--- src/rtl/counter_pkg.sv ---
// ============================================================================
// Module   : counter_pkg
// Purpose  : Shared mode and direction encodings for the up/down counter.
// Revision : 1.0
// ============================================================================
`default_nettype none

package counter_pkg;

  localparam logic MODE_WRAP = 1'b0;
  localparam logic MODE_SAT  = 1'b1;

  typedef enum logic {
    DIR_UP   = 1'b0,
    DIR_DOWN = 1'b1
  } cnt_dir;

endpackage

`default_nettype wire

--- src/rtl/tick_prescaler.sv ---
// ============================================================================
// Module   : tick_prescaler
// Purpose  : Emits one tick per PRESCALE enabled cycles; clear restarts it.
// Revision : 1.0
// ============================================================================
`default_nettype none

module tick_prescaler #(
  parameter int PRESCALE = 1
) (
  input  logic clk,
  input  logic reset,
  input  logic enable,
  input  logic clear,
  output logic tick
);

  generate
    if (PRESCALE == 1) begin : g_bypass
      logic w_unused;
      assign w_unused = ^{clk, reset, clear};
      assign tick     = enable;
    end else begin : g_count
      localparam int               c_PCW     = $clog2(PRESCALE);
      localparam logic [c_PCW-1:0] c_PC_LAST = c_PCW'(PRESCALE - 1);

      logic [c_PCW-1:0] r_pc;

      assign tick = enable && (r_pc == c_PC_LAST);

      always_ff @(posedge clk) begin
        if (reset || clear) begin
          r_pc <= '0;
        end else if (enable) begin
          r_pc <= tick ? '0 : r_pc + c_PCW'(1);
        end
      end
    end
  endgenerate

endmodule

`default_nettype wire

--- src/rtl/mod_up_down_counter.sv ---
// ============================================================================
// Module   : mod_up_down_counter
// Purpose  : Bounded up/down counter with wrap/saturate, clamped load, prescaler.
// Revision : 1.0
// ============================================================================
`default_nettype none

module mod_up_down_counter
  import counter_pkg::*;
#(
  parameter int WIDTH    = 16,
  parameter int PRESCALE = 1
) (
  input  logic             clk,
  input  logic             reset,
  input  logic             enable,
  input  logic             reverse,
  input  logic             load,
  input  logic [WIDTH-1:0] load_value,
  input  logic [WIDTH-1:0] limit,
  input  logic             mode,
  output logic [WIDTH-1:0] out,
  output logic             ovf,
  output logic             unf,
  output logic             at_max,
  output logic             at_min
);

  logic             w_tick;
  cnt_dir           w_dir;
  logic [WIDTH-1:0] w_next;
  logic             w_ovf;
  logic             w_unf;
  logic [WIDTH-1:0] r_count;
  logic             r_ovf;
  logic             r_unf;

  tick_prescaler #(
    .PRESCALE (PRESCALE)
  ) u_prescaler (
    .clk    (clk),
    .reset  (reset),
    .enable (enable),
    .clear  (load),
    .tick   (w_tick)
  );

  assign w_dir = cnt_dir'(reverse);

  // A count above a freshly lowered limit is folded back only on the next step.
  always_comb begin
    w_next = r_count;
    w_ovf  = 1'b0;
    w_unf  = 1'b0;
    if (load) begin
      w_next = (load_value <= limit) ? load_value : limit;
    end else if (w_tick) begin
      if (w_dir == DIR_UP) begin
        if (r_count < limit) begin
          w_next = r_count + WIDTH'(1);
        end else if (mode == MODE_WRAP) begin
          w_next = '0;
          w_ovf  = 1'b1;
        end else begin
          w_next = limit;
        end
      end else begin
        if (r_count != '0) begin
          w_next = r_count - WIDTH'(1);
        end else if (mode == MODE_WRAP) begin
          w_next = limit;
          w_unf  = 1'b1;
        end
      end
    end
  end

  always_ff @(posedge clk) begin
    if (reset) begin
      r_count <= '0;
      r_ovf   <= 1'b0;
      r_unf   <= 1'b0;
    end else begin
      r_count <= w_next;
      r_ovf   <= w_ovf;
      r_unf   <= w_unf;
    end
  end

  assign out    = r_count;
  assign ovf    = r_ovf;
  assign unf    = r_unf;
  assign at_max = (r_count >= limit);
  assign at_min = (r_count == '0);

endmodule

`default_nettype wire

--- config.mk ---
export PLATFORM = sky130hd
export DESIGN_NAME = mod_up_down_counter
export DESIGN_NICKNAME = d
export VERILOG_FILES = /design/src/rtl/counter_pkg.sv /design/src/rtl/tick_prescaler.sv /design/src/rtl/mod_up_down_counter.sv
export SDC_FILE = /design/constraint.sdc
export NUM_CORES = 1
export LEC_CHECK = 0
export CAP_MARGIN = 30
export CELL_PAD_IN_SITES_DETAIL_PLACEMENT = 1
export CELL_PAD_IN_SITES_GLOBAL_PLACEMENT = 2
export CORE_MARGIN = 2
export CORE_UTILIZATION = 32
export CTS_CLUSTER_SIZE = 8
export DETAILED_ROUTE_END_ITERATION = 16
export GPL_TIMING_DRIVEN = 0
export HOLD_SLACK_MARGIN = 0.12
export PLACE_DENSITY_LB_ADDON = 0.12
export SLEW_MARGIN = 40
export SYNTH_ARGS = -nofsm -noshare
export SYNTH_HDL_FRONTEND = slang
export SYNTH_SLANG_ARGS = --single-unit
--- constraint.sdc ---
create_clock -name clk -period 5.3 [get_ports clk]
set_clock_uncertainty 0.2 [all_clocks]
set_input_delay 1.06 -clock clk [delete_from_list [all_inputs] [get_ports clk]]
set_output_delay 1.06 -clock clk [all_outputs]
set_load 0.005 [all_outputs]
==> results of run 1 <==
[state kept, by name, summed over array words and instances, names as in the netlist]
signal and count:
unf 1, out 16, ovf 1
[cells by family after synthesis]
logic type               share of synthesized area, %
AO/OA/AOI/OAI                                   26.00
XOR/XNOR                                        6.787
adder cells (fa/ha/maj)                         15.43
flip-flops                                      12.69
AND/OR/NAND/NOR                                 25.78
buffers and inverters                           9.079
multiplexers                                    4.231
[worst paths after layout]
path | start | end | depth (start not counted)
setup / recovery | limit[11] | at_max | 10
hold / removal | out[9] | out[9] | 2
setup reg to reg | out[3] | out[15] | 9
hold reg to reg | out[9] | out[9] | 2
[layout by cell type (no fill, tap or decap), drive strengths merged, types with 5 or more instances in the layout]
| cell | instances |
|---|---|
| a2111oi | 13 |
| a211oi | 19 |
| a21oi | 19 |
| buf | 14 |
| clkbuf | 26 |
| clkdlybuf4s50 | 54 |
| dfxtp | 18 |
| ha | 35 |
| inv | 24 |
| mux2i | 12 |
| nand2 | 32 |
| nand3 | 30 |
| nand4 | 15 |
| nor2 | 25 |
| nor3 | 12 |
| nor4 | 7 |
| o211ai | 5 |
| o21ai | 22 |
| xnor2 | 12 |
| xor2 | 10 |
[stage by stage]
step                instances  setup TNS [ns]  worst slack, ns
detailed placement        553         -0.1217          -0.1217
global route              560               0         0.004429
floorplan                 388               0            1.306
global placement          552         -0.2908          -0.2908
finish                    560               0          0.09745
CTS                       557               0         0.003074
[critical path: cells and delay by family]
| family | cells | cell delay [ns] |
|---|---|---|
| buffers and inverters | 4 | 1.33 |
| AO/OA/AOI/OAI | 2 | 0.33 |
| AND/OR/NAND/NOR | 3 | 0.90 |
| adder cells (fa/ha/maj) | 1 | 0.31 |
[routing by layer]
metal | up-vias | GRT usage, % | routed length [microns]
met1 | 1607 | 34.84 | 5627
met5 | - | 0 | 0
li1 | 1591 | - | -
met4 | 0 | 4.742 | 244
met2 | 94 | 42.62 | 5845
met3 | 18 | 2.505 | 499
[final cells by class]
| type | instances | area share (%) |
|---|---|---|
| plain buffers | 32 | 4.366 |
| repair buffers | 60 | 16.19 |
| well taps | 108 | 3.713 |
| clock buffers | 4 | 1.513 |
| flip-flops and latches | 18 | 9.900 |
| inverters | 25 | 2.716 |
| multi-input cells | 313 | 61.60 |
[what timing repair did]
item,in CTS,in global routing
setup endpoints to repair,1,1
pin swaps,1,3
setup buffers,0,3
endpoints found under the hold margin,0,0
resized for setup,4,5
[power by group]
part	internal, uW	switching [uW]
Combinational	161	211
Sequential	149	19.3
Clock	66.3	55.8
Total	376	286
==> reports/results.txt, run 1 <==
Run status: finished, final reports clean
Post-DP HPWL: 9741 microns
Syn Inst Count: 388
Worst-Skew Late Latency: 0.27 ns
Peak Freq: 0.1922 GHz
Die area: 9641 sq um
Pwr dens: 181.9 nW/um^2
Final Net Count: 526
Port Buffer Count: 56
Dominant cell type by area after synthesis: ha_1
Synth top area cells: ha_1 15%, dfxtp_1 13%, nand3_1 5.1%
CTS tree: done
Grt total ovfl: 0
Synth top area share: 15.43%
Area after DPL: 3546 sq um
Post-synth EDFFs: 0
Storage cell area: 360.3 sq um
Top_reg_cell synth: dfxtp_1
Critical-path top delay cell: or4_4
Initial DRC Count: 168
WP data required: 4.04 ns
Layout cells sized above 1: 6.858%
Vias: 3,310
Fillers: 1,103
R2r setup slk: 1.92 ns
Syn Nets: 461
Syn-to-layout area delta: 28.21%
Final Hold Fails: 0
Crit path top cell by count: clkdlybuf4s50_1
Max-cap violations: 0
Crit path time final: 5.203 ns
Die width: 98.19 microns
Post-CTS Hold Buffers: 0
Cell Chain, Critical Path: clkdlybuf4s50_1 -> inv_1 -> ha_1 -> nand4_1 -> or4_4 -> a21o_4 -> and3_4 -> buf_6 -> o21ai_0 -> clkdlybuf4s50_1
Peak supply drop: 0.0001081 V
Crit path largest cell delay: 0.57 ns
Clock Tree Root: clkbuf_8
Die H: 98.19 microns
Avg Inst Size Synth: 7.317 sq um
DRT Pass-1 Iters: 4
Synth Register Bits: 18
Vias in the first global route: 3,383
Largest net degree at the start of global routing: 11
Startpoint types: primary input
Initial antenna violation count: 0
Total Power: 662.2 uW
Ports: 58
Rows: 34
Final core occ: 41.94%
Initial core utilization: 32.71%
Cts bufs inserted: 3
Top-count cell post-synth: ha_1
Global-route wire length before repair: 19,040 microns
Final setup violation count: 0
CP Class: in -> out
Min-delay worst type: reg -> reg
Worst-path clk slew: 0.07 ns
Multi-input gate area: 2242 sq um
Final Slew Violations: 0
Gpl congestion: 0.8688
Final instance area: 3640 sq um
Yosys cell types: 58
Total Wirelength: 12,220 microns
Ant. Diodes: 0
Slew @ Worst Pin: 0.7012 ns
Core ar.: 8678 sq um
Routed wire per std cell: 21.81 microns
Most instantiated cells after synthesis: 35 x ha_1, 31 x nand2_1, 29 x nand3_1
Drt drc: 0
Clk buf depth: 2
Relative slew slack: 52.05%
CP arrival: 3.94 ns
CP Capture Type: output port
Seq/Total Area, Yosys: 12.69%
Syn Std Cell Area: 2839 sq um
CP max FO: 10
Leakage: 0.001422 uW
Post-DR vias/cell: 5.911
Fin crit share: 98.16%
Hold slack final: 0.4963 ns
Yosys warnings: 0
# clock sinks: 18
Post-route ant nets: 0
GRT Total Usage: 25.09%
RSZ-0062 raised after global routing: false
H-tree depth: 1
Synth async-reset ratio: 0%
Note: power is estimated with default switching activity, not from simulation.
==> run 2, diff against run 1 <==
Settings changed: SLEW_MARGIN 40 to unset.
Clock period 5.3 ns to 6.3 ns, I/O delays scaled along.
==> run 2 against run 1 <==
  * Sequential share of layout area is 0.14 points higher
  * Critical path depth did not move
  * Hold slack worse by 0.014 ns
  * Sequential power is 16% lower
  * Die area stayed put
  * Register-to-register slack gained 0.58 ns
  * Cell area down 1.4%
  * Largest cell class unchanged
  * Highest routed layer unchanged
==> reports/results.txt, run 2 (same netlist as run 1, synthesis figures left out) <==
RSZ-0062 raised after global routing: false
CP max FO: 10 (unchanged)
Routed wire per std cell: 21.97 microns (+0.74%)
Final Hold Fails: 0 (unchanged)
Slew @ Worst Pin: 1.076 ns (+0.3747 ns)
Pwr dens: 154.3 nW/um^2 (-15%)
Drt drc: 0 (unchanged)
Dpl ws: 0.3160 ns (+0.4377 ns)
# clock sinks: 18 (unchanged)
Combinational power share: 55.6% (-0.6 points)
Setup ws final: 0.2200 ns (+0.1225 ns)
Worst-path clk slew: 0.07 ns (about the same)
Vias: 3,310 (unchanged)
Most frequent cells in the layout: 56 x clkdlybuf4s50_1, 35 x ha_1, 31 x nand2_1
Initial core utilization: 32.71% (unchanged)
CP Class: in -> out
Clock Tree Root: clkbuf_8
WP data required: 4.84 ns (+0.80 ns)
Grt total ovfl: 0 (unchanged)
Net Switching: 241.4 uW (-16%)
Post-CTS setup buffers: 0 (unchanged)
CTS tree: done
Relative slew slack: 28.27% (-24 points)
Worst-Skew Late Latency: 0.27 ns (about the same)
Crit path time final: 6.080 ns
Largest register FFs: 16 (unchanged)
Post-CTS Hold Buffers: 0 (unchanged)
Post-CTS resize count: 0 (-4)
Vias in the first global route: 3,392 (+0.27%)
Post-DR vias/cell: 5.953 (+0.72%)
Hold slack final: 0.4819 ns (-0.01434 ns)
Commonest non-fill, non-tap cell in the layout: clkdlybuf4s50_1
TNS Setup: 0 ns (unchanged)
Fin crit share: 96.51%
Clock share of power: 18.9% (+0.5 points)
DRT Pass-1 Iters: 4 (unchanged)
Final Net Count: 522 (-0.76%)
Initial antenna violation count: 0 (unchanged)
Port Buffer Count: 56 (unchanged)
CP arrival: 4.62 ns (+0.68 ns)
Die width: 98.19 microns (unchanged)
R2r setup slk: 2.50 ns (+0.58 ns)
Post-route ant nets: 0 (unchanged)
Total Wirelength: 12,220 microns (about the same)
Cts bufs inserted: 3 (unchanged)
Die area: 9641 sq um (unchanged)
CP Capture Type: output port
Post-DP HPWL: 9743 microns (about the same)
Run status: finished, final reports clean
Startpoint types: primary input
Clk buf depth: 2 (unchanged)
Layout cells sized above 1: 4.911% (-1.9 points)
Min-delay worst type: reg -> reg
Leakage: 0.001397 uW (-1.7%)
Seq pwr share: 25.5% (about the same)
Global-route wire length before repair: 19,050 microns (about the same)
Ports: 58 (unchanged)
Largest net degree at the start of global routing: 11 (unchanged)
P_int: 312.3 uW (-17%)
Max-cap violations: 0 (unchanged)
Gpl congestion: 0.8688 (unchanged)
Peak Freq: 0.1645 GHz
Sw Share: 43.60% (+0.36 points)
Die H: 98.19 microns (unchanged)
Initial DRC Count: 121 (-28%)
Core ar.: 8678 sq um (unchanged)
Rows: 34 (unchanged)
Syn-to-layout area delta: 26.44%
H-tree depth: 1 (unchanged)
Ant. Diodes: 0 (unchanged)
Final Slew Violations: 0 (unchanged)
GRT Total Usage: 25.23% (+0.14 points)
Peak supply drop: 0.00008864 V (-18%)
Final setup violation count: 0 (unchanged)
run 2: critical path: stages:
cell and delay, ns:
clkdlybuf4s50_1 0.56, inv_1 0.11, ha_1 0.32, a21oi_1 0.16
o21ai_0 0.15, a221oi_1 0.94, and3_4 0.37, buf_6 0.18
o21ai_0 0.11, clkdlybuf4s50_1 0.46
run 2: final cells by class:
| class | instances | area (sq um) |
|---|---|---|
| inverter | 25 | 98.84 |
| clock buffer | 4 | 55.05 |
| timing repair buffer | 56 | 560.5 |
| multi-input combinational | 313 | 2221 |
| tap | 108 | 135.1 |
| sequential | 18 | 360.3 |
| buffer | 32 | 158.9 |
| fill | 1101 | 5089 |
run 2: per-stage QoR:
step	power, uW	cells	cell area [sq um]	util [%]
CTS	551.0	556	3590	41.36
global route	588.7	556	3590	41.36
detailed placement	447.3	552	3535	40.73
global placement	441.0	552	3535	40.73
finish	553.8	556	3590	41.36
floorplan	322.6	388	2839	-
run 2: power groups by stage:
stage          logic, uW  clock network (uW)  registers (uW)
2_1_floorplan        183                   0             139
3_3_place_gp         297                   0             144
3_5_place_dp         303                   0             144
4_1_cts              306                 103             142
5_1_grt              336                 109             144
6_report             308                 105             141
run 2: metal layers:
metal | share of wire (%) | vias up | global-route usage [%]
li1 | - | 1587 | -
met1 | 46 | 1617 | 34.22
met2 | 49 | 92 | 44.05
met3 | 4.0 | 14 | 2.434
met4 | 1.6 | 0 | 4.531
met5 | 0 | - | 0
run 2: worst paths after layout:
path,to,startpoint,depth (start not counted)
setup reg to reg,out[15],out[15],8
hold / removal,out[9],out[9],2
setup / recovery,at_max,limit[5],10
hold reg to reg,out[9],out[9],2
